--- src/rtl/hpdcache_wbuf_flush_sched_if.sv ---
`default_nettype none
// ============================================================================
// Module   : hpdcache_wbuf_flush_sched_if
// Purpose  : Bundles the control, send-channel and status signals of the
//            write-buffer flush scheduler.
//            master : directory / NoC side (drives alloc, write, flush,
//                     ready and ack; observes send and status).
//            slave  : the scheduler itself.
// Ports    : cfg_threshold_i, cfg_reset_timecnt_on_write_i,
//            alloc_i/alloc_idx_i, write_i/write_idx_i, flush_all_i,
//            send_valid_o/send_idx_o/send_ready_i, ack_i/ack_idx_i,
//            free_o, empty_o, full_o
// Revision : 1.0 - initial release
// ============================================================================
interface hpdcache_wbuf_flush_sched_if #(
  parameter int unsigned DIR_ENTRIES   = 4,
  parameter int unsigned TIMECNT_WIDTH = 4
);
  localparam int unsigned IDX_W = $clog2(DIR_ENTRIES);

  logic [TIMECNT_WIDTH-1:0] cfg_threshold_i;
  logic                     cfg_reset_timecnt_on_write_i;
  logic                     alloc_i;
  logic [IDX_W-1:0]         alloc_idx_i;
  logic                     write_i;
  logic [IDX_W-1:0]         write_idx_i;
  logic                     flush_all_i;
  logic                     send_valid_o;
  logic [IDX_W-1:0]         send_idx_o;
  logic                     send_ready_i;
  logic                     ack_i;
  logic [IDX_W-1:0]         ack_idx_i;
  logic [DIR_ENTRIES-1:0]   free_o;
  logic                     empty_o;
  logic                     full_o;

  modport master (
    output cfg_threshold_i, cfg_reset_timecnt_on_write_i,
    output alloc_i, alloc_idx_i, write_i, write_idx_i, flush_all_i,
    output send_ready_i, ack_i, ack_idx_i,
    input  send_valid_o, send_idx_o, free_o, empty_o, full_o
  );

  modport slave (
    input  cfg_threshold_i, cfg_reset_timecnt_on_write_i,
    input  alloc_i, alloc_idx_i, write_i, write_idx_i, flush_all_i,
    input  send_ready_i, ack_i, ack_idx_i,
    output send_valid_o, send_idx_o, free_o, empty_o, full_o
  );
endinterface
`default_nettype wire

--- src/rtl/hpdcache_wbuf_flush_sched.sv ---
`default_nettype none
// ============================================================================
// Module   : hpdcache_wbuf_flush_sched
// Purpose  : Per-entry FREE/OPEN/PEND/SENT lifecycle controller and send
//            scheduler for the HPDcache write-buffer directory. Open entries
//            close on timer threshold or flush; closed entries are arbitrated
//            onto the single send channel; acks free sent entries.
// Ports    : clk_i, rst_i (async, active-high), bus (slave modport of
//            hpdcache_wbuf_flush_sched_if).
// Options  : HPDCACHE_WBUF_SCHED_RR_EN      - round-robin arbitration
//                                             (default: lowest index wins)
//            HPDCACHE_WBUF_SCHED_ILLEGAL_CHK - run-time checks on alloc/write/
//                                             ack to entries in a wrong state
// Revision : 1.0 - initial release
// ============================================================================
module hpdcache_wbuf_flush_sched #(
  parameter int unsigned DIR_ENTRIES   = 4,
  parameter int unsigned TIMECNT_WIDTH = 4
) (
  input  wire logic                  clk_i,
  input  wire logic                  rst_i,
  hpdcache_wbuf_flush_sched_if.slave bus
);
  localparam int unsigned IDX_W = $clog2(DIR_ENTRIES);

  typedef enum logic [1:0] {
    ST_FREE = 2'd0,
    ST_OPEN = 2'd1,
    ST_PEND = 2'd2,
    ST_SENT = 2'd3
  } entry_state_e;

  entry_state_e             r_state       [DIR_ENTRIES];
  entry_state_e             w_state_nxt   [DIR_ENTRIES];
  logic [TIMECNT_WIDTH-1:0] r_timecnt     [DIR_ENTRIES];
  logic [TIMECNT_WIDTH-1:0] w_timecnt_nxt [DIR_ENTRIES];

  logic                   r_lock;
  logic [IDX_W-1:0]       r_lock_idx;
  logic [DIR_ENTRIES-1:0] w_pend;
  logic [DIR_ENTRIES-1:0] w_free;
  logic                   w_any_pend;
  logic                   w_arb_found;
  logic [IDX_W-1:0]       w_arb_idx;
  logic                   w_send_valid;
  logic [IDX_W-1:0]       w_send_idx;
  logic                   w_hs;

  // --------------------------------------------------------------------------
  // State decode
  // --------------------------------------------------------------------------
  always_comb begin
    w_pend = '0;
    w_free = '0;
    for (int i = 0; i < DIR_ENTRIES; i++) begin
      w_pend[i] = (r_state[i] == ST_PEND);
      w_free[i] = (r_state[i] == ST_FREE);
    end
  end

  assign w_any_pend = |w_pend;

  // --------------------------------------------------------------------------
  // Arbiter among PEND entries
  // --------------------------------------------------------------------------
`ifdef HPDCACHE_WBUF_SCHED_RR_EN
  logic [IDX_W-1:0] r_rr_ptr;
  logic [IDX_W-1:0] w_arb_cand;

  // Search starts at the pointer; the index arithmetic wraps naturally
  // because DIR_ENTRIES is a power of two.
  always_comb begin
    w_arb_idx   = '0;
    w_arb_found = 1'b0;
    w_arb_cand  = '0;
    for (int k = 0; k < DIR_ENTRIES; k++) begin
      w_arb_cand = r_rr_ptr + IDX_W'(k);
      if (!w_arb_found && w_pend[w_arb_cand]) begin
        w_arb_idx   = w_arb_cand;
        w_arb_found = 1'b1;
      end
    end
  end

  always_ff @(posedge clk_i or posedge rst_i) begin
    if (rst_i) begin
      r_rr_ptr <= '0;
    end else if (w_hs) begin
      r_rr_ptr <= w_send_idx + IDX_W'(1);
    end
  end
`else
  always_comb begin
    w_arb_idx   = '0;
    w_arb_found = 1'b0;
    for (int k = 0; k < DIR_ENTRIES; k++) begin
      if (!w_arb_found && w_pend[k]) begin
        w_arb_idx   = IDX_W'(k);
        w_arb_found = 1'b1;
      end
    end
  end
`endif

  // A stalled offer stays locked on its entry so the index cannot change
  // under a valid that has not been accepted yet.
  assign w_send_valid = r_lock | w_any_pend;
  assign w_send_idx   = r_lock ? r_lock_idx : w_arb_idx;
  assign w_hs         = w_send_valid & bus.send_ready_i;

  always_ff @(posedge clk_i or posedge rst_i) begin
    if (rst_i) begin
      r_lock     <= 1'b0;
      r_lock_idx <= '0;
    end else if (w_hs) begin
      r_lock     <= 1'b0;
    end else if (w_send_valid) begin
      r_lock     <= 1'b1;
      r_lock_idx <= w_send_idx;
    end
  end

  // --------------------------------------------------------------------------
  // Per-entry lifecycle: next state
  // --------------------------------------------------------------------------
  always_comb begin
    for (int i = 0; i < DIR_ENTRIES; i++) begin
      w_state_nxt[i]   = r_state[i];
      w_timecnt_nxt[i] = r_timecnt[i];
      case (r_state[i])
        ST_FREE: begin
          if (bus.alloc_i && (bus.alloc_idx_i == IDX_W'(i))) begin
            w_state_nxt[i]   = ST_OPEN;
            w_timecnt_nxt[i] = '0;
          end
        end
        ST_OPEN: begin
          if (bus.flush_all_i) begin
            w_state_nxt[i] = ST_PEND;
          end else if (bus.write_i && (bus.write_idx_i == IDX_W'(i))) begin
            // A coalescing write holds the timer (or restarts it).
            if (bus.cfg_reset_timecnt_on_write_i) begin
              w_timecnt_nxt[i] = '0;
            end
          end else if (r_timecnt[i] >= bus.cfg_threshold_i) begin
            w_state_nxt[i] = ST_PEND;
          end else if (!(&r_timecnt[i])) begin
            w_timecnt_nxt[i] = r_timecnt[i] + TIMECNT_WIDTH'(1);
          end
        end
        ST_PEND: begin
          if (w_hs && (w_send_idx == IDX_W'(i))) begin
            w_state_nxt[i] = ST_SENT;
          end
        end
        ST_SENT: begin
          if (bus.ack_i && (bus.ack_idx_i == IDX_W'(i))) begin
            w_state_nxt[i] = ST_FREE;
          end
        end
        default: begin
          w_state_nxt[i] = ST_FREE;
        end
      endcase
    end
  end

  always_ff @(posedge clk_i or posedge rst_i) begin
    if (rst_i) begin
      for (int i = 0; i < DIR_ENTRIES; i++) begin
        r_state[i]   <= ST_FREE;
        r_timecnt[i] <= '0;
      end
    end else begin
      for (int i = 0; i < DIR_ENTRIES; i++) begin
        r_state[i]   <= w_state_nxt[i];
        r_timecnt[i] <= w_timecnt_nxt[i];
      end
    end
  end

  // --------------------------------------------------------------------------
  // Outputs
  // --------------------------------------------------------------------------
  assign bus.send_valid_o = w_send_valid;
  assign bus.send_idx_o   = w_send_idx;
  assign bus.free_o       = w_free;
  assign bus.empty_o      = &w_free;
  assign bus.full_o       = ~|w_free;

`ifdef HPDCACHE_WBUF_SCHED_ILLEGAL_CHK
  always_ff @(posedge clk_i) begin
    if (!rst_i) begin
      if (bus.alloc_i) begin
        assert (r_state[bus.alloc_idx_i] == ST_FREE)
          else $error("alloc to a non-FREE entry");
      end
      if (bus.write_i) begin
        assert (r_state[bus.write_idx_i] == ST_OPEN)
          else $error("write to a non-OPEN entry");
      end
      if (bus.ack_i) begin
        assert (r_state[bus.ack_idx_i] == ST_SENT)
          else $error("ack to a non-SENT entry");
      end
    end
  end
`endif

endmodule
`default_nettype wire

--- src/flat_wrapper.sv ---
// flat-port wrapper written by rule: the top's interface ports become plain ports
module hpdcache_wbuf_flush_sched_flat 
#(
  parameter int unsigned DIR_ENTRIES   = 4,
  parameter int unsigned TIMECNT_WIDTH = 4
)
  (clk_i, rst_i, bus_cfg_threshold_i, bus_cfg_reset_timecnt_on_write_i, bus_alloc_i, bus_alloc_idx_i, bus_write_i, bus_write_idx_i, bus_flush_all_i, bus_send_ready_i, bus_ack_i, bus_ack_idx_i, bus_send_valid_o, bus_send_idx_o, bus_free_o, bus_empty_o, bus_full_o);
  hpdcache_wbuf_flush_sched_if #(.DIR_ENTRIES(DIR_ENTRIES), .TIMECNT_WIDTH(TIMECNT_WIDTH)) bus_i ();
  input  wire logic clk_i;
  input  wire logic rst_i;
  input wire logic [$bits(bus_i.cfg_threshold_i)-1:0] bus_cfg_threshold_i;
  input wire logic [$bits(bus_i.cfg_reset_timecnt_on_write_i)-1:0] bus_cfg_reset_timecnt_on_write_i;
  input wire logic [$bits(bus_i.alloc_i)-1:0] bus_alloc_i;
  input wire logic [$bits(bus_i.alloc_idx_i)-1:0] bus_alloc_idx_i;
  input wire logic [$bits(bus_i.write_i)-1:0] bus_write_i;
  input wire logic [$bits(bus_i.write_idx_i)-1:0] bus_write_idx_i;
  input wire logic [$bits(bus_i.flush_all_i)-1:0] bus_flush_all_i;
  input wire logic [$bits(bus_i.send_ready_i)-1:0] bus_send_ready_i;
  input wire logic [$bits(bus_i.ack_i)-1:0] bus_ack_i;
  input wire logic [$bits(bus_i.ack_idx_i)-1:0] bus_ack_idx_i;
  output wire logic [$bits(bus_i.send_valid_o)-1:0] bus_send_valid_o;
  output wire logic [$bits(bus_i.send_idx_o)-1:0] bus_send_idx_o;
  output wire logic [$bits(bus_i.free_o)-1:0] bus_free_o;
  output wire logic [$bits(bus_i.empty_o)-1:0] bus_empty_o;
  output wire logic [$bits(bus_i.full_o)-1:0] bus_full_o;
  assign bus_i.cfg_threshold_i = bus_cfg_threshold_i;
  assign bus_i.cfg_reset_timecnt_on_write_i = bus_cfg_reset_timecnt_on_write_i;
  assign bus_i.alloc_i = bus_alloc_i;
  assign bus_i.alloc_idx_i = bus_alloc_idx_i;
  assign bus_i.write_i = bus_write_i;
  assign bus_i.write_idx_i = bus_write_idx_i;
  assign bus_i.flush_all_i = bus_flush_all_i;
  assign bus_i.send_ready_i = bus_send_ready_i;
  assign bus_i.ack_i = bus_ack_i;
  assign bus_i.ack_idx_i = bus_ack_idx_i;
  assign bus_send_valid_o = bus_i.send_valid_o;
  assign bus_send_idx_o = bus_i.send_idx_o;
  assign bus_free_o = bus_i.free_o;
  assign bus_empty_o = bus_i.empty_o;
  assign bus_full_o = bus_i.full_o;
  hpdcache_wbuf_flush_sched #(.DIR_ENTRIES(DIR_ENTRIES), .TIMECNT_WIDTH(TIMECNT_WIDTH)) u_core (.clk_i(clk_i), .rst_i(rst_i), .bus(bus_i));
endmodule
--- config.mk ---
export PLATFORM = sky130hd
export DESIGN_NAME = hpdcache_wbuf_flush_sched_flat
export DESIGN_NICKNAME = d
export VERILOG_FILES = /design/src/rtl/hpdcache_wbuf_flush_sched_if.sv /design/src/rtl/hpdcache_wbuf_flush_sched.sv /design/src/flat_wrapper.sv
export SDC_FILE = /design/constraint.sdc
export NUM_CORES = 1
export LEC_CHECK = 0
export CAP_MARGIN = 0
export CORE_ASPECT_RATIO = 1.75
export CORE_MARGIN = 10
export CORE_UTILIZATION = 45
export CTS_CLUSTER_SIZE = 24
export DETAILED_ROUTE_END_ITERATION = 10
export PLACE_DENSITY_LB_ADDON = 0.25
export SLEW_MARGIN = 25
export SYNTH_ARGS = -nofsm -noshare
export SYNTH_HDL_FRONTEND = slang
export SYNTH_SLANG_ARGS = --single-unit
--- constraint.sdc ---
create_clock -name clk_i -period 4.2 [get_ports clk_i]
set_input_delay 0.63 -clock clk_i [delete_from_list [all_inputs] [get_ports clk_i]]
set_output_delay 0.63 -clock clk_i [all_outputs]
set_load 0.01 [all_outputs]
==> qor.csv <==
metric,value,unit
crit start category,flop,
Synth area leader,dfrtp_1,
Routed WL,6600,um
All-Layer GR Usage,14.3,%
worst min-delay path category,flop to flop,
Post CTS Setup Buffer Count,0,
cell leakage power,1.22,nW
CP arrival,2270,ps
synthesis-to-finish area growth,14.9,%
Most used DFF post-synth,dfrtp_1,
r2r setup slk,1970,ps
min Tclk post-route,2900,ps
post-CTS resize count,0,
Fmax achieved,345,MHz
PnR worst setup slack,1300,ps
total gr overflow,0,
Worst Tran Pin Value,621,ps
Max Slew Vio Count,0,
post-synth top area share,27.3,%
reg2reg path depth,7,
met2 Usage GRT,26.8,%
CTS buffer count,3,
Avg WL per Cell,17.2,um
Inst Count DP,379,
Die X,76.0,um
Clock Tree Buf Depth,2,
vias after detailed routing,2312,
dpl ws,1370,ps
largest net degree at the start of global routing,28,
Core Region,5300,um^2
Worst IR Drop VDD,0.455,mV
Worst Hold Depth,1,
Setup Skew,6.92,ps
area of the die,8970,um^2
clk sinks,27,
vias in the first global route,2404,
Via density,6.04,
Die Y,118,um
most frequent cell after synthesis,ha_1,
CTS tree,done,
I/O Pins,27,
hold_buf cts,0,
final std cells w/o fill,383,
crit-path max FO,5,
commonest cells in the netlist,"36 x ha_1, 27 x dfrtp_1, 27 x inv_1",
layout cell share with drive strength beyond 1,3.56,%
reg2reg end,u_core.r_state[5],
setup TNS,0,ps
Starting Density,46.6,%
first drt pass iteration count,4,
sw power,0.000668,W
pwr dens,521,nW/um^2
met3 Use GR,2.60,%
clock power share,10.8,%
Skew-Pair Late Insertion Delay,290,ps
status,completed,
internal power,0.000810,W
H-tree Lvls,1,
GPL Wtd Cong,0.906,
#FFs+latches synth,27,
ant diodes,0,
critical path class,flop to output pin,
# port buffers,26,
sequential share of power,29.3,%
first-pass GRT wire length,11000,um
initial DRC count,133,
Cells after Synth,284,
Area contributors post-synth,"dfrtp_1 27%, ha_1 18%, inv_1 4.1%, o21ai_0 4.1%, nand2b_1 3.8%",
RSZ-0062 raised after global routing,false,
DRC,0,
"Distinct cells, synth",57,
Synth Net Count,338,
switching share of power,45.2,%
initial antenna violation count,0,
fin crit share,69.0,%
Post-Syn Area per Cell,8.70,um^2
worst r2r src,u_core.r_state[2],
GRT busiest layer,met2,
Logic pwr share,59.9,%
Max-slew headroom,58.5,%
met1 GRT Util,14.7,%
CP endpoint kind,output pin,
Post-DRT Antenna Nets,0,
# nets final,364,
Clock Tree Root,clkbuf_8,
Max Cap Viol,0,
Min-Delay Startpoint,u_core.r_timecnt[8],
Final Setup Violations,0,
hold path endpoint,u_core.r_timecnt[8],
CP required,3570,ps
warnings from Yosys,0,
sequential area share after synthesis,27.3,%
Post-Syn Area,2470,um^2
DP HPWL,5130,um
std cell rows,35,
final hold violation count,0,
"Clk pin slew, worst setup/hold paths",100,ps
"FFs w/ async S/R, synth",100,%
number of flops mapped to enable cells by yosys,0,
[layout make-up]
type | instances | area (um^2)
timing repair buffer | 26 | 260
fill | 500 | 2460
inverter | 27 | 101
clock buffer | 3 | 41.3
sequential | 27 | 676
multi-input combinational | 225 | 1660
tap | 74 | 92.6
clock inverter | 1 | 5.00
[cell usage in the layout (no fill, tap or decap), drive strengths merged, types with 3 or more instances in the layout]
master and count:
and3 4, nor4 3, clkbuf 3, a211oi 7
o22ai 4, o32ai 3, mux2 4, o21ai 26
a31oi 4, ha 36, nand2 23, dfrtp 27
nor2b 3, nand4b 3, nand3 12, o211ai 5
inv 27, a2111oi 4, nand2b 15, a21oi 10
nor2 13, clkdlybuf4s50 26, or3 3, o311ai 3
a32oi 3, nand3b 3, and2 3, o31ai 3
[through the flow]
stage / total power, W / instance area, um^2 / hold WS (ps) / util (%)
finish: 0.00148 / 2840 / 543 / 53.6
global route: 0.00163 / 2840 / 580 / 53.6
CTS: 0.00148 / 2840 / 542 / 53.6
detailed placement: 0.00132 / 2790 / 525 / 52.7
global placement: 0.00130 / 2790 / 524 / 52.7
floorplan: 0.00102 / 2470 / 471 / -
[power by group through the flow]
stage                     sequential, W  clock (W)  combinational, W
after floorplan                0.000413          0          0.000605
after global placement         0.000436          0          0.000861
after detailed placement       0.000438          0          0.000881
after CTS                      0.000433   0.000165          0.000884
after global routing           0.000448   0.000170           0.00101
final                          0.000433   0.000160          0.000885
[how the worst max path moves through the flow]
| stage | from | end | cells after the start |
|---|---|---|---|
| 3_5_place_dp | bus_cfg_threshold_i[0] | u_core.r_timecnt[4] | 7 |
| 6_report | u_core.r_state[4] | bus_send_idx_o[1] | 6 |
| 3_3_place_gp | bus_cfg_threshold_i[0] | u_core.r_timecnt[15] | 7 |
| 5_1_grt | u_core.r_state[4] | bus_send_idx_o[1] | 6 |
| 4_1_cts | u_core.r_state[4] | bus_send_idx_o[1] | 6 |
| 2_1_floorplan | bus_cfg_threshold_i[0] | u_core.r_timecnt[7] | 6 |
[cells by family after synthesis]
| kind of cell | after synthesis | share of synthesized area (%) |
|---|---|---|
| adder cells (fa/ha/maj) | 36 | 18.2 |
| buffers and inverters | 32 | 5.32 |
| flip-flops | 27 | 27.3 |
| AO/OA/AOI/OAI | 86 | 24.7 |
| AND/OR/NAND/NOR | 97 | 21.8 |
| multiplexers | 6 | 2.63 |
[state kept, by name, indices dropped and copies added (netlist names)]
| signal | cells |
|---|---|
| u_core.r_lock_idx | 2 |
| u_core.r_timecnt | 16 |
| u_core.r_state | 8 |
| u_core.r_lock | 1 |
[worst max-delay path: stages (launching register included)]
cell and delay [ps]:
dfrtp_1 390, inv_1 90, ha_1 260, nor3_1 420
o21ai_0 170, nand2_1 100, clkdlybuf4s50_1 560
[metal layers]
| metal | up-vias | routed length (um) |
|---|---|---|
| met2 | 62 | 3480 |
| met5 | - | 0 |
| met1 | 1121 | 2730 |
| li1 | 1115 | - |
| met3 | 14 | 273 |
| met4 | 0 | 124 |
Note: power is estimated with default switching activity, not from simulation.
